## config.mk

```make
export PLATFORM = sky130hd
export DESIGN_NAME = cmp_zelg_sar
export DESIGN_NICKNAME = d
export VERILOG_FILES = /design/src/rtl/cmp_zelg_sar.sv
export SDC_FILE = /design/constraint.sdc
export NUM_CORES = 1
export LEC_CHECK = 0
export ABC_CLOCK_PERIOD_IN_PS = 5600
export CORE_MARGIN = 1
export CORE_UTILIZATION = 54
export DETAILED_ROUTE_END_ITERATION = 16
export PLACE_DENSITY = 0.77
export SKIP_CTS_REPAIR_TIMING = 1
export SLEW_MARGIN = 20
export SYNTH_ARGS = -nofsm -noshare
export SYNTH_HDL_FRONTEND = slang
export SYNTH_SLANG_ARGS = --single-unit
```

## constraint.sdc

```tcl
create_clock -name CLOCK_50 -period 5.6 [get_ports CLOCK_50]
set_input_delay 0.56 -clock CLOCK_50 [delete_from_list [all_inputs] [get_ports CLOCK_50]]
set_output_delay 0.56 -clock CLOCK_50 [all_outputs]
set_load 0.05 [all_outputs]
```

## src/rtl/cmp_zelg_sar.sv

```systemverilog
// cmp_zelg_sar: successive-approximation driver that binary-searches a comparator's hidden B operand
module cmp_zelg_sar #(
    parameter int p_WIDTH  = 5,
    parameter int p_SETTLE = 1
) (
    input  logic                           CLOCK_50,
    input  logic                           RESET_N,
    input  logic                           START,
    output logic [p_WIDTH-1:0]             PROBE,
    input  logic                           CMP_E,
    input  logic                           CMP_L,
    input  logic                           CMP_G,
    output logic                           BUSY,
    output logic                           DONE,
    output logic                           FOUND,
    output logic                           ERR,
    output logic [p_WIDTH-1:0]             RESULT,
    output logic [$clog2(p_WIDTH+2)-1:0]   ITER
);
    localparam int iw = $clog2(p_WIDTH + 2);
    localparam int cw = $clog2(p_SETTLE + 1);
    localparam logic [p_WIDTH:0] max_v = {1'b0, {p_WIDTH{1'b1}}};

    typedef enum logic [1:0] {IDLE, DRIVE, WAIT, FIN} state_t;

    state_t             state, state_n;
    logic [p_WIDTH:0]   lo, hi, probe_x, lo_up, hi_dn;
    logic [p_WIDTH-1:0] mid;
    logic [cw-1:0]      cnt;
    logic               sample, hit, go_lo, go_hi, fail;

    // Next-state and flag decode; a narrowing step is taken only if the new bounds stay ordered
    always_comb begin
        state_n = state;
        mid     = p_WIDTH'(lo + ((hi - lo) >> 1));
        probe_x = {1'b0, PROBE};
        lo_up   = probe_x + 1'b1;
        hi_dn   = probe_x - 1'b1;
        sample  = (state == WAIT) && (cnt == cw'(1));
        hit     = CMP_E && !CMP_L && !CMP_G;
        go_lo   = !CMP_E && CMP_L && !CMP_G && (probe_x != max_v) && (lo_up <= hi);
        go_hi   = !CMP_E && !CMP_L && CMP_G && (probe_x != '0) && (lo <= hi_dn);
        fail    = !hit && !go_lo && !go_hi;
        case (state)
            IDLE:    state_n = START ? DRIVE : IDLE;
            DRIVE:   state_n = WAIT;
            WAIT:    state_n = !sample ? WAIT : (go_lo || go_hi) ? DRIVE : FIN;
            default: state_n = IDLE;
        endcase
    end

    // State register and search datapath; DONE/BUSY are registered from the upcoming state
    always_ff @(posedge CLOCK_50) begin
        if (!RESET_N) begin
            state  <= IDLE;
            lo     <= '0;
            hi     <= '0;
            cnt    <= '0;
            PROBE  <= '0;
            BUSY   <= 1'b0;
            DONE   <= 1'b0;
            FOUND  <= 1'b0;
            ERR    <= 1'b0;
            RESULT <= '0;
            ITER   <= '0;
        end else begin
            state <= state_n;
            DONE  <= (state_n == FIN);
            BUSY  <= (state_n == DRIVE) || (state_n == WAIT);
            case (state)
                IDLE: if (START) begin
                    lo    <= '0;
                    hi    <= max_v;
                    ITER  <= '0;
                    FOUND <= 1'b0;
                    ERR   <= 1'b0;
                end
                DRIVE: begin
                    PROBE <= mid;
                    ITER  <= ITER + iw'(1);
                    cnt   <= cw'(p_SETTLE);
                end
                WAIT: if (!sample) begin
                    cnt <= cnt - cw'(1);
                end else begin
                    ERR <= fail;
                    if (hit) begin
                        RESULT <= PROBE;
                        FOUND  <= 1'b1;
                    end
                    if (go_lo) lo <= lo_up;
                    if (go_hi) hi <= hi_dn;
                end
                default: ;
            endcase
        end
    end
endmodule
```

==> flow_summary.yaml <==
status:
  status: "finished clean"
worst_setup_path:
  critical_path_arrival_ns: 3.19
  critPathCaptureType: "register"
  reg2reg_depth: 10
  r2r_slack_ns: 2.59
  worstPathRequired_ns: 5.78
  timing.rr.start: "PROBE[0]"
  startpoint_type: "register"
  reg2reg_to: "BUSY"
  crit_fanout: 12
  crit_type: "register to register"
drt:
  detail_route.wl_per_cell_microns: 15.4
  viasPerCell: 5.61
  final_antenna_net_count: 0
  drc: 0
  drtIter0Drc: 53
  finalWirelength_mm: 4.63
  num_vias: 1689
  dr.pass1.iters: 5
floorplan:
  rows: 22
  die-area_sq_mm: 0.00406
  core_sq_mm: 0.00366
  start_util: 0.562
  num_io_pins: 23
  fp.dieW_microns: 63.7
  die_height_microns: 63.7
cts:
  cts-root-buf: "clkbuf_8"
  clk_pin_slew_worst_paths_ns: 0.06
  cts_buffer_depth: 2
  cts_buffers: 5
  clkSinkCount: 32
  cts_tree: "built"
  clock_latency_ns: 0.29
  cts-htree-levels: 2
logic_synthesis:
  synth.most_common_cell: "dfxtp_1"
  synthCells: 235
  synth-edff-count: 0
  netlist_area_sq_mm: 0.00206
  avgSynthCellArea_sq_um: 8.76
  synth_area_leader_cell: "dfxtp_1"
  synthFlopType: "dfxtp_1"
  synthDominantCellAreaShare: 0.311
  ys_top_cells_by_count: "dfxtp_1 (32), nand2_1 (27), ha_1 (26)"
  synthTopCellsByArea: "dfxtp_1 (31%), ha_1 (16%), nand2_1 (4.9%)"
  yosysUniqueCellTypes: 44
  synth-async-reset-ratio: 0
  synth_nets: 269
  ys_seq_elements: 32
  seq_area_frac_synth: 0.311
  yosysWarnings: 0
pwr:
  leakage_nw: 0.996
  ir_drop_mv: 0.177
  powerDensity_mw_per_mm2: 262
timing:
  fin_skew_ns: 0.00362
  final.setup.tns_ns: 0
  finalCritPeriodShare: 0.537
  fin_hold_ws_ns: 0.497
  hold_viol_final: 0
  worst_slack_ns: 2.59
  rsz0062_at_grt: "false"
  tightest_slew_ns: 0.822
  setup_violations: 0
  slew_violations: 0
  fin_crit_ns: 3.01
  relSlewSlack: 0.451
  fmax_ghz: 0.333
finish:
  drive_gt1_frac: 0.0474
  final_util: 0.647
  fin_nets: 286
  num_antenna_cells: 0
  syn_to_final_growth_pct: 15.0
grt:
  antenna_found_initial: 0
  grt_usage: 0.256
  grt_pass1_vias: 1701
  overflow: 0
  grt_pass1_wl_mm: 7.98
  grt_max_degree: 27
placement:
  dp_hpwl_mm: 3.37
  dpl_worst_slack_ns: 2.63
  gp_congestion: 0.862
  io_buffers: 22
min_path:
  hold_path_end: "hi[5]"
  hp-class: "register to register"
  min-delay-start: "hi[5]"
  hold_path_depth: 2
run:
  maxCapViolCount: 0
-- per-layer routing --
layer / routed length, microns / GRT usage
met5: 0 / 0
met4: 100 / 0.105
met3: 167 / 0.0571
met2: 2230 / 0.439
met1: 2130 / 0.307
-- report_power, final --
part / switching, mW / internal [mW]
Clock: 0.0850 / 0.100
Sequential: 0.0192 / 0.241
Combinational: 0.101 / 0.0723
-- kinds of logic (layout without fill, tap and decap cells) --
family / after synthesis / count (layout) / synth area share
adders and majority gates: 28 / 28 / 0.178
buffers and inverters: 29 / 47 / 0.0608
xor gates and xnor gates: 14 / 14 / 0.0596
and+or+nand+nor: 74 / 74 / 0.167
muxes: 13 / 13 / 0.0687
DFF: 32 / 32 / 0.311
AOI/OAI and AO/OA: 45 / 45 / 0.155
-- critical path, stage by stage, from the launching register on --
cell and delay (ns):
dfxtp_1 0.63, ha_1 0.27, and3_1 0.17, ha_1 0.25
ha_1 0.30, nand4_1 0.10, o2111ai_1 0.32, nand4_1 0.20
a31oi_1 0.24, ha_1 0.26, and2_1 0.15
-- worst max-delay path by stage --
stage / startpoint / to / cells past startpoint
floorplan: PROBE[0] / hi[2] / 12
global placement: PROBE[0] / BUSY / 10
detailed placement: PROBE[0] / BUSY / 10
CTS: PROBE[0] / BUSY / 10
global route: PROBE[0] / BUSY / 10
finish: PROBE[0] / BUSY / 10
-- final cells by class --
cell class / instances / area (sq um)
Clock buffer: 8 / 90.1
Multi-Input combinational cell: 174 / 1290
Sequential cell: 32 / 641
Tap cell: 48 / 60.1
Fill cell: 339 / 1290
Inverter: 17 / 63.8
Timing Repair Buffer: 22 / 220
-- per-stage QoR --
stage / instance area [sq um] / std cells / total power [mW]
after global placement: 2280 / 293 / 0.434
after detailed placement: 2280 / 293 / 0.436
final: 2370 / 301 / 0.619
after floorplan: 2060 / 235 / 0.395
after global routing: 2370 / 301 / 0.652
after CTS: 2370 / 301 / 0.623
-- state kept, by name (all words and copies together), names as in the netlist --
name / count
hi: 6
lo: 6
PROBE: 5
RESULT: 5
ITER: 3
state: 2
BUSY: 1
DONE: 1
ERR: 1
FOUND: 1
cnt: 1
-- placed cells by master, fill, tap and decap left out, types with 3 or more instances in the layout --
master	synthesis	layout
o32ai_1	5	5
a21o_1	8	8
nand2_1	27	27
a21oi_1	14	14
nand3_1	4	4
mux2i_1	10	10
dfxtp_1	32	32
o21ai_0	4	4
inv_1	16	16
nand4_1	6	6
xnor2_1	11	11
xor2_1	3	3
nor2_1	22	22
nor2b_1	3	3
clkdlybuf4s50_1	0	22
a31oi_1	3	3
ha_1	26	26
clkbuf_8	0	6
Note: power is estimated with default switching activity, not from simulation.
==> variant, RTL diff (config.mk and constraints unchanged) <==
The 4 states of `state_t` get a one-hot encoding in 4 bits.
--- a/src/rtl/cmp_zelg_sar.sv
+++ b/src/rtl/cmp_zelg_sar.sv
@@ -23,3 +23,3 @@
 
-    typedef enum logic [1:0] {IDLE, DRIVE, WAIT, FIN} state_t;
+    typedef enum logic [3:0] {IDLE = 4'b0001, DRIVE = 4'b0010, WAIT = 4'b0100, FIN = 4'b1000} state_t;
 
Behaviour: no difference found for any inputs over 10 cycles, from zero or initial values and one cycle with RESET_N low; not proved beyond that.
==> variant against the unedited design <==
Synthesized area is 3.9% higher. Critical path depth unchanged. Final cell count grew 3.3%. Wire length increased by 3.9%. Sequential share of layout area rose by 0.41 points. Design area rose by 4.7%. Sequential power about the same. Via count increased by 6.6%. Synthesized cell count grew 4.3%. Power is 4.0% lower. Sequential cell count increased by 2. Setup slack worse by 0.025 ns. Non-clock buffer count grew 1. Critical path type unchanged. Largest cell class unchanged.
==> variant: results (changes against the unedited design) <==
post-synthesis async set-or-reset flop share 0% (unchanged); pre-CTS setup slack 2.496 ns (-0.1364 ns); Critical Path Max Stage Delay 0.52 ns (-0.11 ns); startpoint type of the worst setup path flop; number of library cell types mapped by synthesis 42 (-4.5%); Port Buffers 22 (unchanged); Pre-Repair DR Iteration Count 4 (-1); status finished, final reports clean; Total Wirelength 4808 µm (+3.9%); Top delay family on crit path simple AND/OR/NAND/NOR gates; antenna violations before repair 0 (unchanged); root buffer cell clkbuf_8; GR Util All Layers 25.15% (-0.46 points); layout cells sized above 1 5.703% (+0.96 points); CTS clk-pin slew, worst paths 0.07 ns; CTS buffer count 5 (unchanged); Primary FF master, synth dfxtp_1; HPWL after detailed placement 3653 µm (+8.4%); top cells by count, synth nand2_1 (37), dfxtp_1 (34), ha_1 (24); sequential area share after synthesis 31.83% (+0.71 points); Leak 1.083 nW (+8.7%); diodes inserted 0 (unchanged); Worst Hold Class flop to flop; CP max stage cell dfxtp_1; YS warnings 0 (unchanged); post-DR vias/cell 5.791 (+3.2%); Worst-Skew Late Latency 0.29 ns (about the same); Worst Skew 0.007979 ns (+0.004362 ns); peak supply drop 0.2433 mV (+38%); Iteration-0 DRC Markers 108 (+100%); htree depth 2 (unchanged); Clock Path Buffers 2 (unchanged); worst setup path startpoint PROBE[0]; crit path max fanout 10 (-2); Worst-Margin Slew 0.9012 ns (+0.07896 ns); placer congestion estimate 0.9506 (+10%); via count of the first global-routing pass 1610 (-5.3%); largest net degree at the start of global routing 26 (-3.7%); Post-Syn Nets 277 (+3.0%); top flop regs hi: 6 flops, lo: 6 flops; final-stage net count 295 (+3.1%); first-pass GRT wire length 7879 µm (-1.3%); Area contributors post-synth dfxtp_1 (32%), ha_1 (14%), mux2i_1 (7.5%); hold_sp hi[0]
-- variant: cell count changes after synthesis, sizes merged, moves of 3 or more --
cell   change
nand3      +6
nor2       -8
nand4      -3
nand2     +10
o211a      +3
o32ai      -5
mux2i      +6
inv        -3
a21o       -3
-- variant: layout make-up --
cell class / count / area, µm²
timing repair buffer: 23 / 227.7
fill: 319 / 1239
clock inverter: 1 / 30.03
inverter: 14 / 52.55
tap: 48 / 60.06
clock buffer: 6 / 82.58
sequential: 34 / 680.7
multi-input combinational: 185 / 1344
-- variant: final timing paths --
check / end / slack [ns] / depth (start not counted)
max: hi[2] / 2.57 / 10
min: hi[0] / 0.49 / 2
max reg2reg: hi[2] / 2.57 / 10
min reg2reg: hi[0] / 0.49 / 2
-- variant: metal layers --
metal / GRT usage (%) / part of all wire (%) / wire length [µm]
met3: 5.282 / 6.7 / 321
met2: 37.24 / 43 / 2084
met5: 0 / 0 / 0
met1: 35.61 / 48 / 2300
met4: 8.889 / 2.1 / 102
-- variant: worst register-to-register path, cell delays in order, from the launching register on --
cell and delay [ns]:
dfxtp_1 0.52, inv_1 0.18, ha_1 0.26, or3b_4 0.25, xor2_1 0.22, ha_1 0.28
nand4_1 0.13, a21oi_1 0.07, nor4_1 0.25, o21ba_1 0.43, mux2_4 0.33
-- variant: kinds of logic after synthesis --
family | synth area share [%]
simple gates | 19.84
compound gates | 12.76
flops | 31.83
buf+inv | 5.324
fa+ha+maj | 15.92
mux | 8.192
xor+xnor | 6.144
-- variant: where the power goes --
part           switching, mW  total, mW  internal (mW)
Clock                 0.0919      0.234          0.142
Sequential           0.00918      0.259          0.250
Combinational         0.0561      0.102         0.0454
Total                  0.157      0.595          0.437
-- variant: per-stage QoR --
step,area (µm²),std cells
final,2477,311
after global routing,2477,311
after CTS,2477,311
after detailed placement,2365,304
after global placement,2365,304
after floorplan,2138,245
